### src/rtl/rr_rotate_arbiter_9.sv
// Nine-way round-robin arbiter: rotate requests by the pointer, pick lowest index, hold until ack.
// Optional grant timeout is compiled in with `define ARB_TIMEOUT_EN.

module circular_barrel_shift_9b (
   input  logic [8:0] data_i,
   input  logic [3:0] shift_amt,
   output logic [8:0] data_o
);
   logic [8:0] s0, s1, s2;

   // Rotate right: data_o[k] = data_i[(k + shift_amt) mod 9] for shift_amt 0..8.
   assign s0     = shift_amt[0] ? {data_i[0],   data_i[8:1]} : data_i;
   assign s1     = shift_amt[1] ? {s0[1:0],     s0[8:2]}     : s0;
   assign s2     = shift_amt[2] ? {s1[3:0],     s1[8:4]}     : s1;
   assign data_o = shift_amt[3] ? {s2[7:0],     s2[8]}       : s2;
endmodule

module rr_rotate_arbiter_9 #(
   parameter int NUM_REQ = 9,
   parameter int ID_W    = 4,
   parameter int TIMEOUT = 15
) (
   input  logic               clk,
   input  logic               rst,
   input  logic [NUM_REQ-1:0] req,
   input  logic               flush,
   input  logic               gnt_ack,
   output logic               gnt_valid,
   output logic [ID_W-1:0]    gnt_id,
   output logic [NUM_REQ-1:0] gnt_onehot,
   output logic [ID_W-1:0]    ptr_out,
   output logic               timeout
);
   typedef enum logic {IDLE, GRANT} state_e;

   if (NUM_REQ != 9 || ID_W != 4 || TIMEOUT < 2) begin : g_cfg_err
      $error("rr_rotate_arbiter_9: unsupported parameter set");
   end

   state_e             state_q, state_d;
   logic [ID_W-1:0]    id_q, id_d;
   logic [NUM_REQ-1:0] oh_q, oh_d;
   logic [ID_W-1:0]    ptr_q, ptr_d;

   logic [NUM_REQ-1:0] arb_req, rot, win_oh;
   logic [ID_W-1:0]    arb_p, ptr_inc, k, winner;
   logic               arb_any;

   assign ptr_inc = (id_q == ID_W'(NUM_REQ - 1)) ? '0 : id_q + ID_W'(1);

   always_comb begin
      arb_req = req;
      arb_p   = ptr_q;
      if (state_q == GRANT) begin
         arb_req = req & ~oh_q;
         arb_p   = ptr_inc;
      end
   end

   circular_barrel_shift_9b u_shift (
      .data_i    (arb_req),
      .shift_amt (arb_p),
      .data_o    (rot)
   );

   // Lowest set bit of the rotated vector, then undo the rotation mod 9 without a divider.
   always_comb begin
      k = '0;
      for (int unsigned i = NUM_REQ; i > 0; i--) begin
         if (rot[i-1]) k = ID_W'(i - 1);
      end
      arb_any = |rot;
      winner  = (k >= ID_W'(NUM_REQ) - arb_p) ? arb_p + k - ID_W'(NUM_REQ) : arb_p + k;
      for (int unsigned i = 0; i < NUM_REQ; i++) begin
         win_oh[i] = (winner == ID_W'(i));
      end
   end

`ifdef ARB_TIMEOUT_EN
   localparam int CNT_W = $clog2(TIMEOUT);
   logic [CNT_W-1:0] cnt_q, cnt_d;
   logic             to_q, to_d;
   logic             cnt_hit;

   assign cnt_hit = (cnt_q == CNT_W'(TIMEOUT - 1));
`endif

   always_comb begin
      state_d = state_q;
      id_d    = id_q;
      oh_d    = oh_q;
      ptr_d   = ptr_q;
`ifdef ARB_TIMEOUT_EN
      to_d    = 1'b0;
`endif
      case (state_q)
         IDLE: begin
            if (arb_any) begin
               state_d = GRANT;
               id_d    = winner;
               oh_d    = win_oh;
            end
         end
         GRANT: begin
            if (flush) begin
               state_d = IDLE;
               oh_d    = '0;
            end else if (gnt_ack) begin
               ptr_d = ptr_inc;
               if (arb_any) begin
                  id_d = winner;
                  oh_d = win_oh;
               end else begin
                  state_d = IDLE;
                  oh_d    = '0;
               end
            end
`ifdef ARB_TIMEOUT_EN
            else if (cnt_hit) begin
               state_d = IDLE;
               oh_d    = '0;
               ptr_d   = ptr_inc;
               to_d    = 1'b1;
            end
`endif
         end
         default: state_d = IDLE;
      endcase
`ifdef ARB_TIMEOUT_EN
      cnt_d = (state_q == GRANT && state_d == GRANT && !gnt_ack) ? cnt_q + CNT_W'(1) : '0;
`endif
   end

   always_ff @(posedge clk or negedge rst) begin
      if (!rst) begin
         state_q <= IDLE;
         id_q    <= '0;
         oh_q    <= '0;
         ptr_q   <= '0;
`ifdef ARB_TIMEOUT_EN
         cnt_q   <= '0;
         to_q    <= 1'b0;
`endif
      end else begin
         state_q <= state_d;
         id_q    <= id_d;
         oh_q    <= oh_d;
         ptr_q   <= ptr_d;
`ifdef ARB_TIMEOUT_EN
         cnt_q   <= cnt_d;
         to_q    <= to_d;
`endif
      end
   end

   assign gnt_valid  = (state_q == GRANT);
   assign gnt_id     = id_q;
   assign gnt_onehot = oh_q;
   assign ptr_out    = ptr_q;
`ifdef ARB_TIMEOUT_EN
   assign timeout    = to_q;
`else
   assign timeout    = 1'b0;
`endif

   a_shift_range : assert property (@(posedge clk) disable iff (!rst)
      arb_p <= ID_W'(NUM_REQ - 1));
endmodule
### config.mk
export PLATFORM = sky130hd
export DESIGN_NAME = rr_rotate_arbiter_9
export DESIGN_NICKNAME = d
export VERILOG_FILES = /design/src/rtl/rr_rotate_arbiter_9.sv
export SDC_FILE = /design/constraint.sdc
export NUM_CORES = 1
export LEC_CHECK = 0
export BUFFER_PORTS_ARGS = -buffer_cell sky130_fd_sc_hd__buf_2
export CAP_MARGIN = 20
export CORE_MARGIN = 2
export CORE_UTILIZATION = 40
export CTS_BUF_LIST = sky130_fd_sc_hd__clkbuf_2 sky130_fd_sc_hd__clkbuf_4 sky130_fd_sc_hd__clkbuf_8
export DETAILED_ROUTE_END_ITERATION = 16
export PLACE_DENSITY_LB_ADDON = 0.05
export SETUP_SLACK_MARGIN = 0.15
export SLEW_MARGIN = 5
export SYNTH_ARGS = -nofsm -noshare
export SYNTH_HDL_FRONTEND = slang
export SYNTH_SLANG_ARGS = --single-unit
### constraint.sdc
create_clock -name clk -period 5.65 [get_ports clk]
set_clock_uncertainty 0.2 [all_clocks]
set_input_delay 0.8475 -clock clk [delete_from_list [all_inputs] [get_ports clk]]
set_output_delay 0.8475 -clock clk [all_outputs]
set_load 0.01 [all_outputs]
==> metrics list, run 1 <==
- Final slew viol count: 0
- Number of antenna violations at the first check in global routing: 0
- Largest family of logic cells by synthesized area: simple AND/OR/NAND/NOR gates
- The area growth from synthesis to layout is 14.29%.
- Of the post-synthesis cell area, the part taken by muxes is 11.93%.
- Number of antenna cells inserted: 0
- Placement Rows: 27
- Hold slack final: 305.7 ps
- Startpoint class of the critical path: flop
* Average footprint of a synthesized cell: 7.927 um^2
* Register bit total from synthesis: 18
* Maximum clock path buffer count: 2
- Drt wl/cell: 17.91 um
* Number of input and output port buffers inserted: 30
- Timing would allow up to 194.7 MHz.
* Reg-to-Reg End: gnt_onehot[6]$_DFFE_PN0P_
* Post-route DRC violation count: 0
- Total count of hold-check failures in the final report: 0
- Crit share post-route: 90.93%
* Total clock sinks: 18
- Area of the die: 6474 um^2
- Launch point of the critical path: gnt_id[1]$_DFFE_PN0P_
* Setup repair after global routing missed its margin: no
- Cell at the root of the clock tree: sky130_fd_sc_hd__clkbuf_8
* Total Wirelength: 7128 um
- Gate count after technology mapping: 295
- Area occupied by multi-input gates: 1763 um^2
- Post-route cell area: 2673 um^2
- Fraction of layout cells with a size suffix above 1: 23.31%
- In this run the tightest slew margin relative to its limit is 62.49%.
- In this run, distinct cell masters in the synthesized netlist total 66.
- Routability-driven placement finished with a final weighted congestion of 1.052.
- In this run the register-to-register setup slack is 510 ps.
- In this run, the number of DRC markers left after iteration 0 of detailed routing was 149.
- Core Area: 5574 um^2
- For the pin with the worst max-slew slack, the measured transition is 557.6 ps.
* Arr. time, crit path: 5110 ps
* Vias in the first global route: 2193
- At the placement stage, the worst setup path has a slack of 360.9 ps.
- Summing the areas of all and, or, nand and nor instances in the mapped netlist gives 26.22% of the synthesized area.
- Xor-xnor portion of the synthesized cell area: 2.996%
- Clock input transition at the sequential cells of the worst setup and hold paths: 80 ps
- Boundary Pins: 32
- The net count of the finished layout is 352.
- Sequential-to-total area share from yosys stat: 19.26%
* Total nets after synthesis: 320
- Floorplan die height: 80.46 um
- Detailed routing inserted a total of 2397 vias.
* Worst reg2reg startpoint: gnt_id[1]$_DFFE_PN0P_
- Summed over all layers, the global routing overflow is 0.
- The worst setup path is captured at a flop.
- CTS buffer count: 3
- Run status: finished clean
- Length of the first detailed-routing pass in iterations: 5
- Global-route usage over all layers: 22.83%
- Aggregate negative setup slack: 0 ps
- Type of the worst setup path: flop to flop
* Count of antenna-violating nets left after detailed routing: 0
* Final worst path period need: 5137 ps
- Setup violations remaining at the end of the flow were counted as 0.
- Clock tree from TritonCTS: yes
* Largest driver fanout on the critical path: 7
* Clock H-tree levels: 1
- Maximum Capacitance Violations: 0
* Placed instance area: 2554 um^2
* Combined area of all synthesized cells: 2338 um^2
- Yosys printed 0 warnings.
* Smallest setup slack after layout: 512.7 ps
* Area used by sequential logic in the layout: 451.7 um^2
* Worst Reg-to-Reg Cells: 21
- Per-cell via count in the routed design: 6.023
* Compound-gate portion of the synthesized area: 26.06%
* Primary FF master, synth: sky130_fd_sc_hd__dfrtp_1
* First-pass GRT wire length: 11290 um
- Critical Path RT: 5620 ps
* Insertion delay to the later sink of the worst-skew pair: 270 ps
- The filler cells instantiated in the layout total 583.
* Share of synthesized flip-flops with an asynchronous set or reset: 100.0%
- Post-DP HPWL: 5514 um
* EDFF count, synth: 0
- Pin count of the biggest net entering global routing: 20
- Initial standard-cell utilization of the core: 41.95%
- Die boundary width: 80.46 um
* Min-Delay Path Class: input port to async pin
* Post-synthesis share of cell area spent on full adders, half adders and majority gates: 6.742%
==> routing by layer <==
layer	global-route usage [%]	vias up	part of all wire [%]
li1	-	1156	-
met1	31.07	1177	45
met2	38.50	58	50
met3	3.371	6	3.9
met4	4.237	0	0.91
met5	0	-	0
==> cell type report <==
class                      count  area share, %
clock buffer                   4          2.060
inverter                      20          2.996
sequential                    18          16.90
multi-input combinational    243          65.96
timing repair buffer          41          8.708
tap                           72          3.371
==> layout by cell type, fill, tap and decap left out, drive strengths merged, types with 4 or more instances in the layout <==
master and count:
nand2b 9, o21ai 23, nor3 13, nor2 18
mux4 4, dfrtp 18, clkbuf 4, nor4 7
a21boi 9, inv 20, a211o 4, nand2 29
xnor2 6, mux2i 11, o211ai 12, ha 11
a21oi 7, nand3 24, a211oi 5, buf 41
mux2 7
==> cells in the mapped netlist, types with 3 or more instances <==
library cell | instances | area share (%)
sky130_fd_sc_hd__nor2_1 | 17 | 2.7
sky130_fd_sc_hd__o31ai_1 | 3 | 0.96
sky130_fd_sc_hd__o211ai_1 | 11 | 3.5
sky130_fd_sc_hd__and4_1 | 3 | 1.1
sky130_fd_sc_hd__nor4_1 | 7 | 1.9
sky130_fd_sc_hd__mux4_2 | 4 | 3.9
sky130_fd_sc_hd__and2_1 | 3 | 0.80
sky130_fd_sc_hd__mux2i_1 | 11 | 4.7
sky130_fd_sc_hd__o21ai_1 | 4 | 0.86
sky130_fd_sc_hd__nand3_1 | 24 | 5.1
sky130_fd_sc_hd__dfrtp_1 | 18 | 19
sky130_fd_sc_hd__a211oi_1 | 4 | 1.3
sky130_fd_sc_hd__clkbuf_1 | 4 | 0.64
sky130_fd_sc_hd__a21boi_0 | 8 | 2.6
sky130_fd_sc_hd__buf_4 | 3 | 0.96
sky130_fd_sc_hd__o21ai_0 | 17 | 3.6
sky130_fd_sc_hd__nand2b_1 | 9 | 2.4
sky130_fd_sc_hd__a21oi_1 | 7 | 1.5
sky130_fd_sc_hd__inv_1 | 18 | 2.9
sky130_fd_sc_hd__ha_1 | 11 | 5.9
sky130_fd_sc_hd__nand2_1 | 29 | 4.7
sky130_fd_sc_hd__xnor2_1 | 6 | 2.2
sky130_fd_sc_hd__a211o_1 | 4 | 1.5
sky130_fd_sc_hd__buf_2 | 5 | 1.1
sky130_fd_sc_hd__mux2_2 | 7 | 3.4
sky130_fd_sc_hd__nor3_1 | 12 | 2.6
==> cells by family (layout without fill, tap and decap cells) <==
logic type | after synthesis | in the layout
other | 1 | 1
flip-flops | 18 | 18
adder cells (fa/ha/maj) | 12 | 12
buffers and inverters | 34 | 65
XOR/XNOR | 8 | 8
multiplexers | 22 | 22
AO/OA/AOI/OAI | 81 | 81
AND/OR/NAND/NOR | 119 | 119
==> how the worst max path moves through the flow <==
stage / end / depth (start not counted)
2_1_floorplan: gnt_onehot[8]$_DFFE_PN0P_ / 20
3_3_place_gp: gnt_onehot[2]$_DFFE_PN0P_ / 21
3_5_place_dp: gnt_onehot[8]$_DFFE_PN0P_ / 19
4_1_cts: gnt_onehot[8]$_DFFE_PN0P_ / 19
5_1_grt: gnt_onehot[4]$_DFFE_PN0P_ / 21
6_report: gnt_onehot[6]$_DFFE_PN0P_ / 21
==> per-stage QoR <==
step	std cells	util [%]
after CTS	394	46.80
after floorplan	295	-
after detailed placement	390	45.81
after global routing	398	47.95
final	398	47.95
after global placement	390	45.81
==> sequential cells by signal, indices dropped and copies added (netlist names) <==
signal / cells
gnt_onehot: 9
gnt_valid: 1
gnt_id: 4
ptr_out: 4
==> worst max-delay path, stage by stage, from the launching register on <==
cell	delay, ps
sky130_fd_sc_hd__dfrtp_1	450
sky130_fd_sc_hd__inv_1	100
sky130_fd_sc_hd__ha_1	250
sky130_fd_sc_hd__and3b_4	240
sky130_fd_sc_hd__o21ai_4	240
sky130_fd_sc_hd__inv_4	100
sky130_fd_sc_hd__mux2_2	290
sky130_fd_sc_hd__o21ai_2	280
sky130_fd_sc_hd__o21ai_0	210
sky130_fd_sc_hd__a211oi_1	300
sky130_fd_sc_hd__nor2_1	100
sky130_fd_sc_hd__o21a_1	170
sky130_fd_sc_hd__ha_1	190
sky130_fd_sc_hd__inv_1	70
sky130_fd_sc_hd__fa_1	480
sky130_fd_sc_hd__ha_1	320
sky130_fd_sc_hd__and3b_1	230
sky130_fd_sc_hd__mux2_2	150
sky130_fd_sc_hd__nand2_1	100
sky130_fd_sc_hd__nor4_1	300
sky130_fd_sc_hd__nand3_1	140
sky130_fd_sc_hd__o211ai_1	110
==> timing repair <==
| action | 4_1_cts | 5_1_grt |
|---|---|---|
| endpoints found under the setup margin | 0 | 11 |
| buffers inserted | 0 | 4 |
| hold buffers | 0 | 0 |
| resized for setup | 0 | 9 |
Power of run 1 is left out: the tool's default activity adds up to more than one toggle a clock period on the data nets, which glitch-free logic cannot reach.
==> run 2, diff against run 1 <==
Settings changed: ABC_AREA set to 1.
==> run 2 against run 1 <==
  * Flip-flop and latch count unchanged
  * Largest cell class unchanged
  * Core utilization decreased by 1.8 points
  * Worst hold slack improved by 14 ps
  * Non-clock buffer count decreased by 9
  * Via count decreased by 18%
  * Synthesized cell count decreased by 4.7%
==> metrics list, run 2 <==
* EDFF count, synth: 0
- The worst setup path is of the flop to flop kind.
- Post-route DRC violation count: 0
* GR Overflow Total: 0
- Fraction of layout cells with a size suffix above 1: 29.35%
- Post-DP HPWL: 4405 um
- Per-cell via count in the routed design: 5.174
* Most frequent cell after synthesis: sky130_fd_sc_hd__nand3_1
* Synth warnings: 0
- Ranked by total cell area, the synthesized netlist is headed by sky130_fd_sc_hd__dfrtp_1 (21%), sky130_fd_sc_hd__nand3_1 (17%), sky130_fd_sc_hd__nand2_1 (9.8%).
* Setup slack on the worst flop-to-flop path: 1050 ps
- Largest stage delay on the critical path: 420 ps
* Sequential-to-total area share from yosys stat: 21.45%
* Max-Slew Margin vs Limit: 47.80%
- The die covers 5845 um^2.
- Crit share post-route: 81.37%
* Fillers: 547
- The slowest stage of the critical path belongs to the cell sky130_fd_sc_hd__dfrtp_1.
- By count the netlist is led by sky130_fd_sc_hd__nand3_1 (72), sky130_fd_sc_hd__nand2_1 (55), sky130_fd_sc_hd__inv_1 (23).
* Max reg flops: 9
- CTS buffer count: 3
- After synthesis, the mean cell area works out to 7.472 um^2.
- Total Wirelength: 5334 um
- Worst Reg-to-Reg Cells: 29
* Final Wtd Congestion: 0.7992
* Clock input transition at the sequential cells of the worst setup and hold paths: 70 ps
- The core region is 5075 um^2.
* Share of synthesized flip-flops with an asynchronous set or reset: 100.0%
- Buffer count from post-CTS setup fixing: 0
- Boundary Pins: 32
- TritonCTS built the clock tree.
- Startpoint class of the critical path: flop
- Cts repair resizes: 0
* Setup violation total in the final timing report: 0
- The final max-slew violation count is 0.
- The die is 76.45 um tall.
- Counting along the longest clock path gives a buffer depth of 2.
* CP Capture Type: flop
* Pin count of the biggest net entering global routing: 19
* Register bit total from synthesis: 18
* Min-Delay Path Class: input port to async pin
* Worst reg2reg startpoint: gnt_id[0]$_DFFE_PN0P_
- In the final routed layout, each cell accounts on average for 14.04 um.
* Primary FF master, synth: sky130_fd_sc_hd__dfrtp_1
- Synth unique cells: 35
- Final worst path period need: 4597 ps
- Number of input and output port buffers inserted: 30
* Global-route usage over all layers: 19.77%
- Static timing analysis puts the maximum clock frequency at 217.5 MHz.
- Share of Yosys cell area claimed by the top area cell type: 21.45%
- First-pass GRT wire length: 9342 um
- After the first detailed-routing iteration, the DRC count stood at 98.
* Number of antenna violations at the first check in global routing: 0
- Critical Path RT: 5650 ps
- Total via count in the routed design: 1966
* Run status: finished clean
- Total clock sinks: 18
- Largest driver fanout on the critical path: 12
- Counting stages on the worst path, the most repeated cell is sky130_fd_sc_hd__nand2_1.
- Counting every instance in the synthesized netlist gives 281.
* Cell at the root of the clock tree: sky130_fd_sc_hd__clkbuf_8
- Setup repair after global routing missed its margin: no
- The final layout contains 336 nets.
* Length of the first detailed-routing pass in iterations: 4
- Leading area contributor after synthesis: sky130_fd_sc_hd__dfrtp_1
* Total count of hold-check failures in the final report: 0
- Vias in the first global route: 1965
- The later pin in the worst-skew pair is clocked with a latency of 250 ps.
- Clock H-tree levels: 1
- Combined area of all synthesized cells: 2100 um^2
* Area growth, synth to finish: 11.50%
- In this run the core area contains 26 standard-cell rows.
- Die boundary width: 76.45 um
- Aggregate negative setup slack: 0 ps
- Hold repair after CTS inserted 0 buffers.
- Transition at the pin with the smallest max-transition slack: 777.0 ps
- Highest-count cells in the layout ignoring fill and taps: sky130_fd_sc_hd__nand3_1 (72), sky130_fd_sc_hd__nand2_1 (55), sky130_fd_sc_hd__buf_2 (30), sky130_fd_sc_hd__inv_1 (23), sky130_fd_sc_hd__dfrtp_1 (18)
- For the worst setup path, the data arrival time is 4590 ps.
* Initial standard-cell utilization of the core: 41.37%
- Number of antenna cells inserted: 0
- Maximum Capacitance Violations: 0
* Count of antenna-violating nets left after detailed routing: 0
- Most common cell after layout, fill and taps aside: sky130_fd_sc_hd__nand3_1
- When the netlist entered floorplanning its net count stood at 306.
- The worst register-to-register path ends at gnt_onehot[8]$_DFFE_PN0P_.
## run 2: cell types whose count changed in the layout (fill, tap and decap cells not counted), moves of 11 or more
cell	before	now
sky130_fd_sc_hd__nand2_1	29	55
sky130_fd_sc_hd__nand2_2	0	12
sky130_fd_sc_hd__nand2_4	0	14
sky130_fd_sc_hd__nand3_1	24	72
sky130_fd_sc_hd__o211ai_1	11	0
## run 2: metrics by stage
step | cell area [um^2] | hold slack [ps] | instances | setup slack, ps | utilization (%)
final | 2341 | 319.6 | 380 | 1053 | 46.13
after global routing | 2341 | 349.0 | 380 | 478.9 | 46.13
after CTS | 2341 | 331.4 | 380 | 1002 | 46.13
after detailed placement | 2286 | 320.8 | 376 | 1017 | 45.04
after global placement | 2286 | 328.2 | 376 | 1045 | 45.04
after floorplan | 2100 | 329.3 | 281 | 1696 | -
## run 2: layout make-up
cell class / instances / area [um^2] / area share [%]
Timing Repair Buffer: 32 / 165.2 / 7.055
Multi-Input combinational cell: 228 / 1478 / 63.12
Clock buffer: 4 / 55.05 / 2.352
Tap cell: 70 / 87.58 / 3.741
Inverter: 28 / 105.1 / 4.490
Sequential cell: 18 / 450.4 / 19.24
## run 2: worst max path at each step
stage                     slack, ps                        end             startpoint  cells after the start
after floorplan                1700  gnt_onehot[6]$_DFFE_PN0P_                 req[7]                     25
after global placement         1040  gnt_onehot[4]$_DFFE_PN0P_                 req[7]                     26
after detailed placement       1020  gnt_onehot[8]$_DFFE_PN0P_  gnt_id[0]$_DFFE_PN0P_                     29
after CTS                      1000  gnt_onehot[8]$_DFFE_PN0P_  gnt_id[0]$_DFFE_PN0P_                     29
after global routing            480  gnt_onehot[6]$_DFFE_PN0P_  gnt_id[0]$_DFFE_PN0P_                     31
final                          1050  gnt_onehot[8]$_DFFE_PN0P_  gnt_id[0]$_DFFE_PN0P_                     29
## run 2: cells by family (layout without fill, tap and decap cells)
kind of cell,after synthesis,count (layout),synth area share [%]
and+or+nand+nor,180,180,50.60
xor gates and xnor gates,5,5,2.086
AOI/OAI and AO/OA,30,30,10.01
buffers and inverters,35,64,8.164
other,1,1,0.1786
DFF,18,18,21.45
adders and majority gates,12,12,7.509
## run 2: worst max-delay path: cells and delay by family (launching register included)
family | cells | cell delay [ps]
and+or+nand+nor | 17 | 1560
AOI/OAI and AO/OA | 6 | 1150
buffers and inverters | 4 | 680
adders and majority gates | 2 | 500
DFF | 1 | 420
## run 2: layer usage
layer	vias up	part of all wire, %	GRT usage, %
met3	4	4.3	2.962
met4	0	0.56	2.364
met1	917	49	27.51
li1	1008	-	-
met2	37	46	33.36
met5	-	0	0
Power of run 2 is left out for the same reason.
==> run 3, diff against run 2 <==
Clock period 5.65 ns to 4.8 ns, I/O delays scaled along.
==> run 3 against run 2 <==
  * Register-to-register slack got worse by 430 ps
  * Final area up 4.6%
  * Die area unchanged
  * Non-clock buffer count rose by 8
==> metrics list, run 3 (synthesized netlist as in run 2, its figures left out) <==
* Type of the worst setup path: flop to flop
* Highest-count cells in the layout ignoring fill and taps: sky130_fd_sc_hd__nand3_1 (72), sky130_fd_sc_hd__nand2_1 (54), sky130_fd_sc_hd__buf_2 (30), sky130_fd_sc_hd__inv_1 (23), sky130_fd_sc_hd__dfrtp_1 (18)
* Total Wirelength: 5498 um
* Post-DP HPWL: 4482 um
- Measured against its own limit, the worst slew margin works out to 50.73%.
- Largest driver fanout on the critical path: 6
- Leaving out fill and tap cells, the most frequent cell in the layout is sky130_fd_sc_hd__nand3_1.
* Worst reg2reg startpoint: gnt_id[0]$_DFFE_PN0P_
- Setup slack on the worst flop-to-flop path: 620 ps
- STA classifies the critical path startpoint as a flop.
* Total clock sinks: 18
* Transition at the pin with the smallest max-transition slack: 733.4 ps
* Maximum clock path buffer count: 2
* Boundary Pins: 32
- Core Area: 5075 um^2
* Max reg flops: 9
* Insertion delay to the later sink of the worst-skew pair: 250 ps
- Fraction of layout cells with a size suffix above 1: 32.81%
- Arr. time, crit path: 4170 ps
- Max Freq: 239.2 MHz
- In the routed design, unresolved DRC markers number 0.
- Setup violation total in the final timing report: 0
- CTS built an H-tree with a depth of 1.
* Vias in the first global route: 1905
* Per-cell via count in the routed design: 5.079
- Largest stage delay on the critical path: 500 ps
- Final slew viol count: 0
- Data on the critical path is required at its endpoint by 4790 ps.
* Cell at the root of the clock tree: sky130_fd_sc_hd__clkbuf_8
* Number of hold buffers added after cts: 0
* Reg-to-Reg End: gnt_onehot[0]$_DFFE_PN0P_
- Cell at the slowest stage of the critical path: sky130_fd_sc_hd__fa_1
* First-pass GRT wire length: 9142 um
* Aggregate negative setup slack: 0 ps
* Final worst path period need: 4180 ps
* Final non-filler cell total: 390
- STA classifies the critical path endpoint as a flop.
- The repair_antennas step left the layout with diodes totalling 0.
* Count of antenna-violating nets left after detailed routing: 0
* Number of antenna violations at the first check in global routing: 0
- For this run, the share of the core covered by cells in the final layout is 48.25%.
- Die boundary width: 76.45 um
* Length of the first detailed-routing pass in iterations: 4
- Drt wl/cell: 14.10 um
- CTS buffer count: 3
* Placement Rows: 26
* Number of input and output port buffers inserted: 30
* Final Wtd Congestion: 0.7805
- Setup repair after global routing missed its margin: no
* Global-route usage over all layers: 19.23%
- Floorplan die height: 76.45 um
* Area of the die: 5845 um^2
- The final number of hold-violating endpoints was 0.
- Clock input transition at the sequential cells of the worst setup and hold paths: 70 ps
- TritonCTS built the clock tree.
* Pin count of the biggest net entering global routing: 19
- GR Overflow Total: 0
- The run finished with clean final reports.
- Maximum Capacitance Violations: 0
* Area growth, synth to finish: 16.63%
- Crit share post-route: 87.09%
* Total via count in the routed design: 1981
- Number of placed cells counting well taps: 380
- Counting stages on the worst path, the most repeated cell is sky130_fd_sc_hd__nand2_1.
- Nets@finish: 346
- The worst hold path belongs to the class input port to async pin.
- Number of DRC violations after detailed-routing iteration 0: 125
- Counting cells, the worst reg-to-reg path comes to 29.
- Initial standard-cell utilization of the core: 41.37%
[run 3: worst max-delay path by stage]
stage                          startpoint                         to  slack (ps)  depth (start not counted)
floorplan           gnt_id[0]$_DFFE_PN0P_  gnt_onehot[6]$_DFFE_PN0P_         950                         30
global placement    gnt_id[0]$_DFFE_PN0P_  gnt_onehot[8]$_DFFE_PN0P_         460                         29
detailed placement  gnt_id[0]$_DFFE_PN0P_  gnt_onehot[0]$_DFFE_PN0P_         430                         29
CTS                 gnt_id[0]$_DFFE_PN0P_  gnt_onehot[0]$_DFFE_PN0P_         400                         29
global route        gnt_id[0]$_DFFE_PN0P_  gnt_onehot[2]$_DFFE_PN0P_         200                         32
finish              gnt_id[0]$_DFFE_PN0P_  gnt_onehot[0]$_DFFE_PN0P_         620                         29
[run 3: routing by layer]
metal	GRT usage, %	wire [um]	vias to the layer above
li1	-	-	1030
met1	26.57	2687	918
met2	32.83	2616	31
met3	2.251	181	2
met4	2.909	11	0
met5	0	0	-
[run 3: final cells by class]
class	count	area, um^2
fillers	547	2626
repair buffers	40	225.2
clock buffers	4	55.05
multi-input cells	230	1525
flip-flops and latches	18	450.4
well taps	70	87.58
inverters	28	105.1
[run 3: per-stage QoR]
step                worst slack [ps]  area [um^2]  hold WS [ps]
global route                   199.2         2449         223.0
CTS                            403.1         2371         200.3
finish                         619.6         2449         191.9
floorplan                      950.4         2100         224.4
global placement               461.0         2316         325.3
detailed placement             434.4         2316         338.0
[run 3: repair_timing]
item                       CTS  global route
resized for setup            0             8
setup endpoints to repair    0            10
buffers inserted             0             4
[run 3: critical path, delay by kind of cell, from the launching register on]
family / cells / cell delay, ps
compound gates: 1 / 90
buf+inv: 4 / 440
fa+ha+maj: 4 / 1170
flops: 1 / 380
simple gates: 20 / 1830
Power of run 3 is left out for the same reason.
